**src/rtl/fifo_reader_pkg.sv**
```systemverilog
// Shared types and default widths for the FIFO read-side controller.
package fifo_reader_pkg;

  localparam int unsigned DATA_W_DEF = 8;
  localparam int unsigned CNT_W_DEF  = 7;

  typedef enum logic [1:0] {
    ST_IDLE  = 2'd0,
    ST_READ  = 2'd1,
    ST_DRAIN = 2'd2
  } state_e;

endpackage

```
**src/rtl/fifo_reader_skid_buf2.sv**
```systemverilog
// Two-entry register buffer that absorbs the FIFO's one-cycle read latency.
module skid_buf2
  import fifo_reader_pkg::*;
#(
  parameter int unsigned DATA_W = DATA_W_DEF
) (
  input  logic              clk_i,
  input  logic              rst_ni,
  input  logic              push_i,
  input  logic [DATA_W-1:0] push_data_i,
  input  logic              pop_i,
  output logic [1:0]        occ_o,
  output logic [DATA_W-1:0] head_o,
  output logic              valid_o
);

  logic [DATA_W-1:0] head_q, head_d;
  logic [DATA_W-1:0] tail_q, tail_d;
  logic [1:0]        occ_q, occ_d;
  logic              do_pop;

  assign do_pop  = pop_i && (occ_q != 2'd0);
  assign occ_o   = occ_q;
  assign head_o  = head_q;
  assign valid_o = (occ_q != 2'd0);

  // Next entry contents; simultaneous push and pop shifts the tail forward
  // and appends the new word behind it so ordering is preserved.
  always_comb begin
    head_d = head_q;
    tail_d = tail_q;
    occ_d  = occ_q;
    unique case ({push_i, do_pop})
      2'b10: begin
        if (occ_q == 2'd0) head_d = push_data_i;
        else               tail_d = push_data_i;
        occ_d = occ_q + 2'd1;
      end
      2'b01: begin
        head_d = tail_q;
        occ_d  = occ_q - 2'd1;
      end
      2'b11: begin
        if (occ_q == 2'd1) begin
          head_d = push_data_i;
        end else begin
          head_d = tail_q;
          tail_d = push_data_i;
        end
      end
      default: ;
    endcase
  end

  // Entry and occupancy registers.
  always_ff @(posedge clk_i or negedge rst_ni) begin
    if (!rst_ni) begin
      head_q <= '0;
      tail_q <= '0;
      occ_q  <= '0;
    end else begin
      head_q <= head_d;
      tail_q <= tail_d;
      occ_q  <= occ_d;
    end
  end

endmodule

```
**src/rtl/fifo_reader.sv**
```systemverilog
// Read-side controller: bursts FIFO words out on threshold, idle timeout or flush.
module fifo_reader
  import fifo_reader_pkg::*;
#(
  parameter int unsigned DATA_W       = DATA_W_DEF,
  parameter int unsigned CNT_W        = CNT_W_DEF,
  parameter int unsigned BURST_THRESH = 16,
  parameter int unsigned BURST_LEN    = 16,
  parameter int unsigned TIMEOUT      = 255
) (
  input  logic              clk,
  input  logic              rst,
  input  logic [DATA_W-1:0] buf_out,
  input  logic              buf_empty,
  input  logic [CNT_W-1:0]  fifo_counter,
  output logic              rd_en,
  output logic [DATA_W-1:0] m_data,
  output logic              m_valid,
  input  logic              m_ready,
  input  logic              flush,
  output logic              busy,
  output logic [15:0]       rd_count
);

  localparam int unsigned      BC_W   = $clog2(BURST_LEN + 1);
  localparam logic [BC_W-1:0]  BLEN   = BC_W'(BURST_LEN);
  localparam logic [CNT_W-1:0] THRESH = CNT_W'(BURST_THRESH);
  localparam logic [7:0]       TMO    = 8'(TIMEOUT);
  localparam bit               TMO_EN = (TIMEOUT != 0);

  state_e          state_q, state_d;
  logic [BC_W-1:0] burst_cnt_q, burst_cnt_d;
  logic [7:0]      timer_q, timer_d;
  logic            inflight_q;
  logic            busy_q, busy_d;
  logic [15:0]     rd_count_q, rd_count_d;

  logic [1:0]      occ;
  logic [2:0]      pending;
  logic            pop;
  logic            credit_ok;
  logic            burst_room;
  logic            thresh_hit;
  logic            timeout_hit;

  skid_buf2 #(
    .DATA_W(DATA_W)
  ) u_buf (
    .clk_i       (clk),
    .rst_ni      (rst),
    .push_i      (inflight_q),
    .push_data_i (buf_out),
    .pop_i       (pop),
    .occ_o       (occ),
    .head_o      (m_data),
    .valid_o     (m_valid)
  );

  assign pop = m_valid && m_ready;

  // Credit counts the buffered word plus the one in flight; a same-cycle pop
  // frees a slot, which is why m_ready feeds rd_en combinationally.
  assign pending    = {1'b0, occ} + {2'b00, inflight_q};
  assign credit_ok  = pending < (3'd2 + {2'b00, pop});
  assign burst_room = (state_q == ST_DRAIN) || (burst_cnt_q < BLEN);
  assign rd_en      = (state_q != ST_IDLE) && !buf_empty && credit_ok && burst_room;

  assign thresh_hit  = fifo_counter >= THRESH;
  assign timeout_hit = TMO_EN && !buf_empty && (timer_q == TMO);

  assign busy     = busy_q;
  assign rd_count = rd_count_q;

  // Next state and burst length tracking; flush wins over other triggers.
  always_comb begin
    state_d     = state_q;
    burst_cnt_d = burst_cnt_q;
    unique case (state_q)
      ST_IDLE: begin
        burst_cnt_d = '0;
        if (flush)                          state_d = ST_DRAIN;
        else if (thresh_hit || timeout_hit) state_d = ST_READ;
      end
      ST_READ: begin
        if (rd_en) burst_cnt_d = burst_cnt_q + BC_W'(1);
        if (flush)                                 state_d = ST_DRAIN;
        else if ((burst_cnt_d == BLEN) || buf_empty) state_d = ST_IDLE;
      end
      ST_DRAIN: begin
        if (buf_empty && !inflight_q && !flush) state_d = ST_IDLE;
      end
      default: state_d = ST_IDLE;
    endcase
  end

  // Idle timer, busy and delivered-word counter next values.
  always_comb begin
    timer_d = '0;
    if (TMO_EN && (state_q == ST_IDLE) && (state_d == ST_IDLE) && !buf_empty)
      timer_d = (timer_q == TMO) ? timer_q : timer_q + 8'd1;
    busy_d     = (state_q != ST_IDLE) || (occ != 2'd0);
    rd_count_d = rd_count_q + {15'd0, pop};
  end

  // Controller state registers.
  always_ff @(posedge clk or negedge rst) begin
    if (!rst) begin
      state_q     <= ST_IDLE;
      burst_cnt_q <= '0;
      timer_q     <= '0;
      inflight_q  <= 1'b0;
      busy_q      <= 1'b0;
      rd_count_q  <= '0;
    end else begin
      state_q     <= state_d;
      burst_cnt_q <= burst_cnt_d;
      timer_q     <= timer_d;
      inflight_q  <= rd_en;
      busy_q      <= busy_d;
      rd_count_q  <= rd_count_d;
    end
  end

endmodule

```
**config.mk**
```make
export PLATFORM = sky130hd
export DESIGN_NAME = fifo_reader
export DESIGN_NICKNAME = d
export VERILOG_FILES = /design/src/rtl/fifo_reader_pkg.sv /design/src/rtl/fifo_reader_skid_buf2.sv /design/src/rtl/fifo_reader.sv
export SDC_FILE = /design/constraint.sdc
export NUM_CORES = 1
export LEC_CHECK = 0
export CORE_ASPECT_RATIO = 1.2
export CORE_MARGIN = 3
export CORE_UTILIZATION = 46
export DETAILED_ROUTE_END_ITERATION = 8
export GPL_TIMING_DRIVEN = 1
export PLACE_DENSITY = 0.74
export SYNTH_ARGS = -nofsm -noshare
export SYNTH_HDL_FRONTEND = slang
export SYNTH_SLANG_ARGS = --single-unit
```
**constraint.sdc**
```tcl
create_clock -name clk -period 4.6 [get_ports clk]
set_input_delay 0.69 -clock clk [delete_from_list [all_inputs] [get_ports clk]]
set_output_delay 0.69 -clock clk [all_outputs]
set_load 0.01 [all_outputs]
```
==> summary.md, run 1 <==
| Metric | Value |
|---|---|
| CTS sink cnt | 51 |
| Drt first-iter violations | 127 |
| Ys flop type | dfrtp_1 |
| IO Pins | 47 |
| Max Cap Violations | 0 |
| Switching Share | 0.339 |
| Synth warn | 0 |
| Slew @ Worst Pin | 0.999 ns |
| CP Max Fanout | 8 |
| Routed len/inst | 13.3 µm |
| TritonCTS clock tree | done |
| Sequential cell area fraction in the yosys report | 0.528 |
| Vias/cell | 5.32 |
| Top cell type's share of synthesized area | 0.528 |
| Final worst path period need | 3.39 ns |
| GRT Util Overall | 0.148 |
| Peak supply drop | 169 µV |
| Dpl cells | 323 |
| Final hold violations | 0 |
| Synthesized cell area | 2410 µm² |
| Gpl congestion | 0.798 |
| Remaining Overflow, GRT | 0 |
| Avg Inst Size Synth | 10.8 µm² |
| Leak | 1.30 nW |
| Crit Path Category | input port to output port |
| R2R Setup Slk | 2.11 ns |
| Status | finished clean |
| Fmax | 295 MHz |
| Synth area leader | dfrtp_1 |
| Final ANT Viol Nets | 0 |
| Synth Instances | 224 |
| EDFF count, synth | 0 |
| Worst slew margin | 0.334 |
| Worst EP arrival | 2.70 ns |
| Mapped Nets | 255 |
| Routed via count | 1760 |
| Final HPWL DP | 3200 µm |
| Yosys cell types | 41 |
| Die width | 72.1 µm |
| Antenna diodes | 0 |
| First-pass detailed-route iteration total | 6 |
| Initial Utilization | 0.482 |
| Sw Pwr | 0.501 mW |
| Resized cells post-CTS | 0 |
| Top cells by area, synth | dfrtp_1, ha_1, xnor2_1 |
| Residual DRC | 0 |
| CP startpoint kind | input port |
| Seq pwr share | 0.453 |
| Ys async rst share | 1.00 |
| Fin crit share | 0.736 |
| Largest net degree at the start of global routing | 52 |
| Layout cells sized above 1 | 0.0886 |
| M1 WL | 2010 µm |
| Core ar. | 5010 µm² |
| Clock network fraction of total power | 0.169 |
| HP Class | register to register |
| CTS root buf | clkbuf_8 |
| Metal3 WL | 239 µm |
| Rows | 28 |
| Num CTS Buffers | 5 |
| Longest Clk Path Bufs | 2 |
| Power per cell area | 498 nW/µm² |
| Number of global-route vias before repair | 1597 |
| Unrepaired setup endpoints after global routing | false |
| Hold_buf cts | 0 |
| IO buf count | 42 |
| Setup_tns | 0 ns |
| Die height | 85.4 µm |
| Internal | 0.978 mW |
| Post-CTS Setup Bufs | 0 |
| Skew-Pair Late Insertion Delay | 0.30 ns |
| Nets | 301 |
| Initial antenna violation count | 0 |
| Layout area overhead | 23.1% |
| Worst hold slack | 0.456 ns |
| Final Max Slew Viols | 0 |
| Combinational share of power | 0.378 |
| Setup-failing EPs final | 0 |
| CTS H-tree depth | 2 |
| Critical path required time | 3.91 ns |
| Die area | 6160 µm² |
| DR top layer | met4 |
| Final cell count without fillers | 331 |
| Wire length of the first global-routing pass | 7450 µm |
| Synth Register Bits | 51 |
| DRT Wirelength | 4400 µm |
| Routed wl met2 | 2130 µm |
| Critical Path Sink Type | output port |
| Final core utilization | 0.593 |
| Clock skew | 0.00947 ns |
| Clock-pin transition on the worst setup and hold timing paths | 0.08 ns |
| Total Power | 1.48 mW |
## flip-flops by register name, summed over array words and instances, names as in the netlist, 2 cells and up
| register | flops |
|---|---|
| burst_cnt_q | 5 |
| rd_count | 16 |
| u_buf.occ_o | 2 |
| u_buf.head_o | 8 |
| state_q | 2 |
| u_buf.tail_q | 8 |
| timer_q | 8 |
## critical path: stages
cell	delay, ns
clkdlybuf4s50_1	0.50
or3b_1	0.37
a211o_1	0.40
inv_1	0.18
clkdlybuf4s50_1	0.56
## kinds of logic after synthesis
group | after synthesis | share of synthesized area
simple gates | 83 | 0.177
flops | 51 | 0.528
compound gates | 37 | 0.0995
xor+xnor | 21 | 0.0762
buf+inv | 13 | 0.0249
fa+ha+maj | 11 | 0.0570
mux | 8 | 0.0373
## metal layers
layer	track usage	vias to the layer above
met2	0.239	46
met4	0.0359	0
met1	0.200	831
met5	0	-
li1	-	881
met3	0.0379	2
## power by group through the flow
stage          Combinational, mW  Sequential (mW)  Clock (mW)
2_1_floorplan              0.325            0.682           0
3_3_place_gp               0.552            0.675           0
3_5_place_dp               0.565            0.681           0
4_1_cts                    0.569            0.671       0.258
5_1_grt                    0.619            0.691       0.274
6_report                   0.559            0.671       0.250
## synthesized netlist by cell type, types with 8 or more instances
cell     instances
nor2_1          17
nand3_1         15
a22oi_1          8
dfrtp_1         51
xnor2_1         13
xor2_1           8
a21oi_1          8
o21ai_0         11
nand2_1         21
mux2_2           8
inv_1            9
ha_1            11
## worst paths after layout
kind                                 from         endpoint  cells after the start
max in group asynchronous             rst       timer_q[4]                      2
min                            timer_q[0]       timer_q[0]                      1
min reg2reg                    timer_q[0]       timer_q[0]                      1
max reg2reg                u_buf.occ_o[0]  u_buf.tail_q[0]                      7
min in group asynchronous             rst     rd_count[10]                      2
max                               m_ready            rd_en                      5
## per-stage QoR
stage,setup slack (ns),cell area (µm²)
after floorplan,2.35,2410
after global placement,1.25,2890
after detailed placement,1.23,2890
after CTS,1.21,2970
after global routing,1.14,2970
final,1.21,2970
## layout make-up
type | count | area [µm²]
Inverter | 9 | 33.8
Timing Repair Buffer | 43 | 423
Clock buffer | 6 | 72.6
Sequential cell | 51 | 1280
Clock inverter | 2 | 12.5
Fill cell | 439 | 2040
Tap cell | 60 | 75.1
Multi-Input combinational cell | 160 | 1080
## layout by cell type (no fill, tap or decap), types with 2 or more instances in the layout
cell type,instances
clkdlybuf4s50_1,41
a21oi_1,8
nor2_1,17
or2_2,2
nor4_1,3
xnor2_1,13
o21ai_0,11
dfrtp_1,51
clkbuf_8,5
xor2_1,8
nand3_1,15
ha_1,11
nand4_1,4
and2b_2,2
nor3_1,4
inv_1,9
nor2b_1,3
nand2_1,21
a22oi_1,8
mux2_2,8
and3_1,3
(Power assumes the default switching activity.)
==> inputs of run 2 (changes only) <==
- clock period: 4.6 -> 3.2 ns (I/O delays scaled with it)
==> summary.md, run 2 (synthesized netlist as in run 1, its figures left out) <==
| Metric | Value |
|---|---|
| HP Class | input port to asynchronous set/reset pin (was register to register) |
| Largest net degree at the start of global routing | 27 (was 52) |
| Routed len/inst | 13.1 µm (was 13.3 µm) |
| Gpl congestion | 0.794 (was 0.798) |
| Peak supply drop | 291 µV (was 169 µV) |
| Num CTS Buffers | 5 (unchanged) |
| Final Max Slew Viols | 0 (unchanged) |
| GRT Util Overall | 0.148 (about the same) |
| Rows | 28 (unchanged) |
| IO buf count | 42 (unchanged) |
| Final hold violations | 0 (unchanged) |
| Fmax | 343 MHz |
| DRT Wirelength | 4370 µm (was 4400 µm) |
| Clock skew | 0.00967 ns (was 0.00947 ns) |
| CP startpoint kind | register (was input port) |
| Vias/cell | 5.28 (was 5.32) |
| Worst slew margin | 0.562 (was 0.334) |
| Initial Utilization | 0.482 (unchanged) |
| Number of global-route vias before repair | 1613 (was 1597) |
| Die width | 72.1 µm (unchanged) |
| Max Cap Violations | 0 (unchanged) |
| Drt first-iter violations | 62 (was 127) |
| CTS H-tree depth | 2 (unchanged) |
| First-pass detailed-route iteration total | 4 (was 6) |
| Worst EP arrival | 2.43 ns (was 2.70 ns) |
| Antenna diodes | 0 (unchanged) |
| Unrepaired setup endpoints after global routing | false (unchanged) |
| Die height | 85.4 µm (unchanged) |
| CTS root buf | clkbuf_8 (unchanged) |
| Crit Path Category | register to output port (was input port to output port) |
| Critical path required time | 2.72 ns (was 3.91 ns) |
| Most frequent cells in the layout | dfrtp_1, clkdlybuf4s50_1, nand2_1, nor2_1, nand3_1 (unchanged) |
| Post-CTS Setup Bufs | 0 (unchanged) |
| CP Max Fanout | 6 (was 8) |
| Critical Path Sink Type | output port (unchanged) |
| Status | finished clean (unchanged) |
| Most common cell after layout, fill and taps aside | dfrtp_1 (unchanged) |
| Layout cells sized above 1 | 0.0952 (was 0.0886) |
| Power per cell area | 736 nW/µm² (was 498 nW/µm²) |
| Fin crit share | 0.910 |
| TritonCTS clock tree | done (unchanged) |
| Total Power | 2.22 mW (was 1.48 mW) |
| Hold_buf cts | 0 (unchanged) |
| Max reg flops | 16 (unchanged) |
| Slew @ Worst Pin | 0.657 ns (was 0.999 ns) |
| Final worst path period need | 2.91 ns |
| Core ar. | 5010 µm² (unchanged) |
| Setup_tns | 0 ns (unchanged) |
| Setup-failing EPs final | 0 (unchanged) |
| Wire length of the first global-routing pass | 7340 µm (was 7450 µm) |
| Clock-pin transition on the worst setup and hold timing paths | 0.09 ns (was 0.08 ns) |
| Skew-Pair Late Insertion Delay | 0.30 ns (about the same) |
| Nets | 304 (was 301) |
| Leak | 1.33 nW (was 1.30 nW) |
| Layout area overhead | 24.7% (was 23.1%) |
| Routed via count | 1759 (was 1760) |
| FF-to-FF path depth | 8 (was 7) |
| CTS sink cnt | 51 (unchanged) |
| Resized cells post-CTS | 0 (unchanged) |
| Final ANT Viol Nets | 0 (unchanged) |
| Final HPWL DP | 3230 µm (was 3200 µm) |
| Remaining Overflow, GRT | 0 (unchanged) |
| Die area | 6160 µm² (unchanged) |
| Worst hold slack | 0.154 ns (was 0.456 ns) |
| Longest Clk Path Bufs | 2 (unchanged) |
| Initial antenna violation count | 0 (unchanged) |
| IO Pins | 47 (unchanged) |
| Residual DRC | 0 (unchanged) |
==> run 2: cell types whose count changed in the layout (fill, tap and decap cells not counted) <==
cell	previous run	this run
clkinvlp_4	1	0
bufinv_16	0	1
buf_4	1	4
clkinv_2	1	0
==> run 2: worst paths after layout <==
kind | startpoint | to | slack [ns]
max | u_buf.occ_o[0] | rd_en | 0.29
min | rst | rd_count[11] | 0.15
max reg2reg | u_buf.occ_o[0] | u_buf.head_o[3] | 0.85
min reg2reg | timer_q[0] | timer_q[0] | 0.46
max in group asynchronous | rst | burst_cnt_q[3] | 2.31
min in group clk | timer_q[0] | timer_q[0] | 0.46
==> run 2: power by group <==
group / leakage, nW / switching [mW] / internal, mW
registers: 0.659 / 0.142 / 0.820
logic: 0.618 / 0.372 / 0.455
clock network: 0.0513 / 0.199 / 0.229
total: 1.33 / 0.713 / 1.50
==> run 2: critical path: stages, from the launching register on <==
cell and delay (ns):
dfrtp_1 0.41, inv_1 0.06, ha_1 0.27, or3b_1 0.39
a211o_1 0.31, inv_1 0.14, clkdlybuf4s50_1 0.56
==> run 2: cell type report <==
| cell class | instances | area, µm² |
|---|---|---|
| fillers | 453 | 2000 |
| flip-flops and latches | 51 | 1280 |
| multi-input cells | 160 | 1080 |
| repair buffers | 46 | 445 |
| well taps | 60 | 75.1 |
| clock buffers | 6 | 72.6 |
| inverters | 9 | 33.8 |
| clock inverters | 1 | 30.0 |
==> run 2: metal layers <==
metal  vias up  global-route usage  part of all wire
met4         0              0.0410             0.012
met3         4              0.0367             0.045
met1       829               0.197              0.48
li1        893                   -                 -
met5         -                   0                 0
met2        33               0.239              0.47
==> run 2: metrics by stage <==
step                std cells  area (µm²)   util  setup slack (ns)
floorplan                 224        2410      -             0.996
global placement          326        2910  0.581             0.387
detailed placement        326        2910  0.581             0.387
CTS                       333        3010  0.601             0.263
global route              333        3010  0.601             0.147
finish                    333        3010  0.601             0.287
